File: config.mk
export PLATFORM = sky130hd
export DESIGN_NAME = ser_tx6
export DESIGN_NICKNAME = d
export VERILOG_FILES = /design/src/rtl/ser_tx6.sv
export SDC_FILE = /design/constraint.sdc
export NUM_CORES = 1
export LEC_CHECK = 0
export CORE_MARGIN = 2
export CORE_UTILIZATION = 29
export CTS_BUF_LIST = sky130_fd_sc_hd__clkbuf_2 sky130_fd_sc_hd__clkbuf_4 sky130_fd_sc_hd__clkbuf_8
export DETAILED_ROUTE_END_ITERATION = 10
export GPL_ROUTABILITY_DRIVEN = 1
export PLACE_DENSITY = 0.57
export REMOVE_ABC_BUFFERS = 1
export SLEW_MARGIN = 20
export SYNTH_ARGS = -nofsm -noshare
export SYNTH_HDL_FRONTEND = slang
export SYNTH_SLANG_ARGS = --single-unit
export TNS_END_PERCENT = 100
File: constraint.sdc
create_clock -name clk -period 2.2 [get_ports clk]
set_clock_uncertainty 0.2 [all_clocks]
set_input_delay 0.44 -clock clk [delete_from_list [all_inputs] [get_ports clk]]
set_output_delay 0.44 -clock clk [all_outputs]
set_load 0.03 [all_outputs]
File: src/rtl/ser_tx6.sv
// Frame transmitter: start bit, WIDTH data bits MSB-first, optional even parity, stop bit.
// Define SER_TX6_PARITY_EN to insert the parity bit between the last data bit and the stop bit.
module ser_tx6 #(
    parameter int WIDTH = 6
) (
    input  logic             clk,
    input  logic             clear,
    input  logic             ld,
    input  logic [WIDTH-1:0] d,
    output logic             rdy,
    output logic             busy,
    output logic             sout,
    output logic             done
);

    localparam int CW = (WIDTH > 1) ? $clog2(WIDTH) : 1;
    localparam logic [CW-1:0] CNT_LAST = CW'(WIDTH - 1);
    localparam logic [CW-1:0] CNT_ZERO = {CW{1'b0}};
    localparam logic [CW-1:0] CNT_ONE  = CW'(1);

    typedef enum logic [2:0] {
        IDLE  = 3'd0,
        START = 3'd1,
        DATA  = 3'd2,
`ifdef SER_TX6_PARITY_EN
        PAR   = 3'd3,
`endif
        STOP  = 3'd4
    } state_t;

    state_t           state_r;
    logic [WIDTH-1:0] shift_r;
    logic [CW-1:0]    cnt_r;
    logic             sout_r;
    logic             rdy_r;
    logic             busy_r;
    logic             done_r;

`ifdef SER_TX6_PARITY_EN
    logic             par_r;

    function automatic logic even_parity(input logic [WIDTH-1:0] w);
        return ^w;
    endfunction

    // Parity of the captured word, taken at load so d may change afterwards.
    always_ff @(posedge clk or negedge clear) begin
        if (!clear) begin
            par_r <= 1'b0;
        end else if (rdy_r && ld) begin
            par_r <= even_parity(d);
        end else begin
            par_r <= par_r;
        end
    end
`endif

    // Frame sequencer; outputs are registered from the next state so sout never sees ld or d directly.
    always_ff @(posedge clk or negedge clear) begin
        if (!clear) begin
            state_r <= IDLE;
            shift_r <= {WIDTH{1'b0}};
            cnt_r   <= CNT_ZERO;
            sout_r  <= 1'b1;
            rdy_r   <= 1'b1;
            busy_r  <= 1'b0;
            done_r  <= 1'b0;
        end else begin
            case (state_r)
                IDLE: begin
                    if (ld) begin
                        shift_r <= d;
                        state_r <= START;
                        sout_r  <= 1'b0;
                        rdy_r   <= 1'b0;
                        busy_r  <= 1'b1;
                        done_r  <= 1'b0;
                    end else begin
                        sout_r  <= 1'b1;
                        rdy_r   <= 1'b1;
                        busy_r  <= 1'b0;
                        done_r  <= 1'b0;
                    end
                end
                START: begin
                    cnt_r   <= CNT_LAST;
                    state_r <= DATA;
                    sout_r  <= shift_r[WIDTH-1];
                    rdy_r   <= 1'b0;
                    busy_r  <= 1'b1;
                    done_r  <= 1'b0;
                end
                DATA: begin
                    shift_r <= {shift_r[WIDTH-2:0], 1'b0};
                    if (cnt_r == CNT_ZERO) begin
`ifdef SER_TX6_PARITY_EN
                        state_r <= PAR;
                        sout_r  <= par_r;
                        rdy_r   <= 1'b0;
                        done_r  <= 1'b0;
`else
                        state_r <= STOP;
                        sout_r  <= 1'b1;
                        rdy_r   <= 1'b1;
                        done_r  <= 1'b1;
`endif
                    end else begin
                        // The bit after the current MSB is the one that goes out next.
                        cnt_r   <= cnt_r - CNT_ONE;
                        sout_r  <= shift_r[WIDTH-2];
                        rdy_r   <= 1'b0;
                        done_r  <= 1'b0;
                    end
                    busy_r <= 1'b1;
                end
`ifdef SER_TX6_PARITY_EN
                PAR: begin
                    state_r <= STOP;
                    sout_r  <= 1'b1;
                    rdy_r   <= 1'b1;
                    busy_r  <= 1'b1;
                    done_r  <= 1'b1;
                end
`endif
                STOP: begin
                    if (ld) begin
                        shift_r <= d;
                        state_r <= START;
                        sout_r  <= 1'b0;
                        rdy_r   <= 1'b0;
                        busy_r  <= 1'b1;
                        done_r  <= 1'b0;
                    end else begin
                        state_r <= IDLE;
                        sout_r  <= 1'b1;
                        rdy_r   <= 1'b1;
                        busy_r  <= 1'b0;
                        done_r  <= 1'b0;
                    end
                end
                default: begin
                    state_r <= IDLE;
                    shift_r <= {WIDTH{1'b0}};
                    cnt_r   <= CNT_ZERO;
                    sout_r  <= 1'b1;
                    rdy_r   <= 1'b1;
                    busy_r  <= 1'b0;
                    done_r  <= 1'b0;
                end
            endcase
        end
    end

    assign sout = sout_r;
    assign rdy  = rdy_r;
    assign busy = busy_r;
    assign done = done_r;

endmodule

==> Flow_metrics.wiki <==
{| class="wikitable"
! Metric !! Value
|-
| Relative area change from synthesis to final layout || 22.50%
|-
| Syn. warnings || 0
|-
| Number of setup violations in the final report || 0
|-
| Endpoint of the worst register-to-register path || shift_r[3]
|-
| Number of global-route vias before repair || 530
|-
| Count of nets after finishing || 97
|-
| Count of final hold-check violations || 0
|-
| Die X-Extent || 56.55 um
|-
| Total power per unit cell area || 1376 nW/um2
|-
| Number of optimization iterations in the first detailed-route pass || 4
|-
| Sort of element at the end of the critical path || primary output
|-
| Number of logic stages on the critical path including buffering || 1
|-
| Largest net degree at the start of global routing || 17
|-
| Height of the die || 56.55 um
|-
| Fraction of layout instances using a drive strength above 1 || 17.65%
|-
| Worst Setup Path Type || reg -> out
|-
| Leakage power || 0.0004424 uW
|-
| Post-synthesis instance total || 70
|-
| Worst Reg-to-Reg Cells || 3
|-
| Total Negative Setup Slacks || 0 ns
|-
| Class of the tightest hold or removal check || in -> async
|-
| Startpoint type of the worst setup path || register
|-
| Final Worst Setup Slack || 0.1008 ns
|-
| Met1 Resource Use GR || 13.39%
|-
| Met2 GRT Util || 14.62%
|-
| CTS tree || done
|-
| Highest attainable clock frequency || 476.4 MHz
|-
| Arrival time of data at the critical path endpoint || 1.46 ns
|-
| Clock H-tree levels || 1
|-
| Initial core utilization || 29.81%
|-
| Worst vdd rail ir drop || 0.0008703 V
|-
| Worst path cell trace || clkdlybuf4s50_1
|-
| Min Hold Slack || 0.2505 ns
|-
| Remaining antenna violation count || 0
|-
| GRT Total Usage || 10.27%
|-
| CTS Sinks || 16
|-
| Largest stage delay, worst path || 0.65 ns
|-
| Placer congestion estimate || 0.7152
|-
| # DRC || 0
|-
| Status || complete, no violations
|-
| Number of ports placed on the die boundary || 13
|-
| Count of cell types in the netlist || 30
|-
| Met3 track demand over resource || 4.839%
|-
| Flops & latches, synth || 16
|-
| Global-route wire length before repair || 2463 um
|-
| Maximum clock insertion buffer count || 2
|-
| Beginning of the worst register-to-register path || state_r[1]
|-
| DP HPWL || 998 um
|-
| Worst-skew pair later-pin latency || 0.29 ns
|-
| Predominant post-synthesis flop cell || dfrtp_1
|-
| Diodes inserted || 0
|-
| Largest delay contributor family on the critical path || buffers and inverters
|-
| Mean cell area of the mapped netlist || 11.44 um2
|-
| Via count of the routed design || 551
|-
| Clock transition at the registers of the reported paths || 0.10 ns
|-
| Required time reported for the critical path endpoint || 1.56 ns
|-
| Detailed-route vias per instance || 4.750
|-
| RSZ-0062 raised after global routing || false
|-
| Max-slew violation total from the final report || 0
|-
| Post-CTS resize count || 0
|-
| Crit path launch || rdy
|-
| Slew at the pin closest to its max-slew limit || 0.4326 ns
|-
| Tightest slew margin relative to the limit || 71.03%
|-
| Mean routed wirelength per cell || 11.66 um
|-
| Buffer type at the clock tree root || clkbuf_4
|-
| Crit-path slowest cell || clkdlybuf4s50_1
|-
| Last element of the critical path || rdy
|-
| FF-to-FF setup slack || 0.50 ns
|-
| Area of the die || 3197 um2
|-
| Part of the Yosys area used for sequential elements || 50.31%
|-
| Setup fix buffers added after clock tree synthesis || 0
|-
| Share of synthesized flip-flops with an asynchronous set or reset || 100.0%
|-
| Period minus WS final || 2.099 ns
|-
| Share of the clock period used by the worst path after layout || 95.42%
|-
| Congestion Overflow GR || 0
|-
| Cell area after synthesis || 800.8 um2
|-
| Core ar. || 2686 um2
|-
| Number of DRC markers in iteration 0 || 5
|-
| Most heavily used metal layer in global routing || met2
|-
| Std cell rows || 19
|-
| Initial antenna violation count || 0
|-
| Number of enable flip-flop cells after synthesis || 0
|-
| Total CTS buffers || 3
|-
| Maximum capacitance violations || 0
|-
| Post-CTS Hold Fix Bufs || 0
|-
| Overall routed net length || 1353 um
|-
| Critical path buffer and inverter count || 1
|-
| CP max FO || 1
|-
| PortBufs || 12
|-
| Worst setup slack before clock tree synthesis || 0.1808 ns
|}
[cell type report]
| type | instances | area (um2) |
|---|---|---|
| multi-input combinational | 47 | 359.1 |
| fill | 263 | 1705 |
| timing repair buffer | 14 | 135.1 |
| inverter | 4 | 15.01 |
| clock buffer | 4 | 30.03 |
| tap | 31 | 38.79 |
| sequential | 16 | 402.9 |
[cell usage after synthesis (2+ instances only)]
cell      count  area share (%)
dfstp_2       2             6.6
a22o_1        6             6.6
mux2_4        5             9.4
nand2_1       2            0.94
ha_1          2             3.1
dfrtp_1      14              44
nor2_1        5             2.3
inv_1         4             1.9
nand2b_1      2             1.6
and2_1        4             3.1
nor2b_1       2             1.6
o21ai_0       2             1.3
a21oi_1       3             1.9
[state kept, by name (all words and copies together) (netlist names)]
name / count
busy: 1
shift_r: 6
state_r: 3
cnt_r: 3
rdy: 1
sout: 1
done: 1
[routing by layer]
metal  part of all wire (%)  vias up
met2                     43       11
met1                     49      259
met4                    1.9        0
met3                    5.4        4
li1                       -      277
met5                      0        -
[how the worst min path moves through the flow]
stage,slack [ns],cells after the start,start,end
floorplan,-0.06,0,clear,busy
global placement,0.30,1,shift_r[1],shift_r[1]
detailed placement,0.29,1,shift_r[3],shift_r[3]
CTS,0.25,2,clear,shift_r[2]
global route,0.26,2,clear,shift_r[2]
finish,0.25,2,clear,shift_r[5]
[metrics by stage]
step,util (%),power [uW],cells,area [um2]
CTS,36.52,1366,116,980.9
global placement,35.40,1172,112,950.9
detailed placement,35.40,1188,112,950.9
finish,36.52,1350,116,980.9
global route,36.52,1465,116,980.9
floorplan,-,1002,67,777.0
[kinds of logic after synthesis]
family | share of synthesized area [%]
buffers and inverters | 4.843
AND/OR/NAND/NOR | 16.88
adder cells (fa/ha/maj) | 3.125
AO/OA/AOI/OAI | 15.47
multiplexers | 9.375
flip-flops | 50.31
[cell usage in the layout, fill, tap and decap left out, types with 2 or more instances in the layout]
master           Yosys  final
nand2_1              2      2
dfrtp_1             14     14
nor2b_1              2      2
and2_1               4      4
ha_1                 2      2
inv_1                4      4
clkdlybuf4s50_1      0     12
o21ai_0              2      2
buf_4                1      2
nor2_1               5      5
nand2b_1             2      2
a21oi_1              3      3
a22o_1               6      6
mux2_4               5      5
dfstp_2              2      2
clkbuf_4             0      4
[power by group]
part           internal (uW)  switching (uW)  leakage [uW]
logic                    342             317      0.000225
registers                430            86.2      0.000199
clock network           82.8            91.9     0.0000184
(Power assumes the default switching activity.)
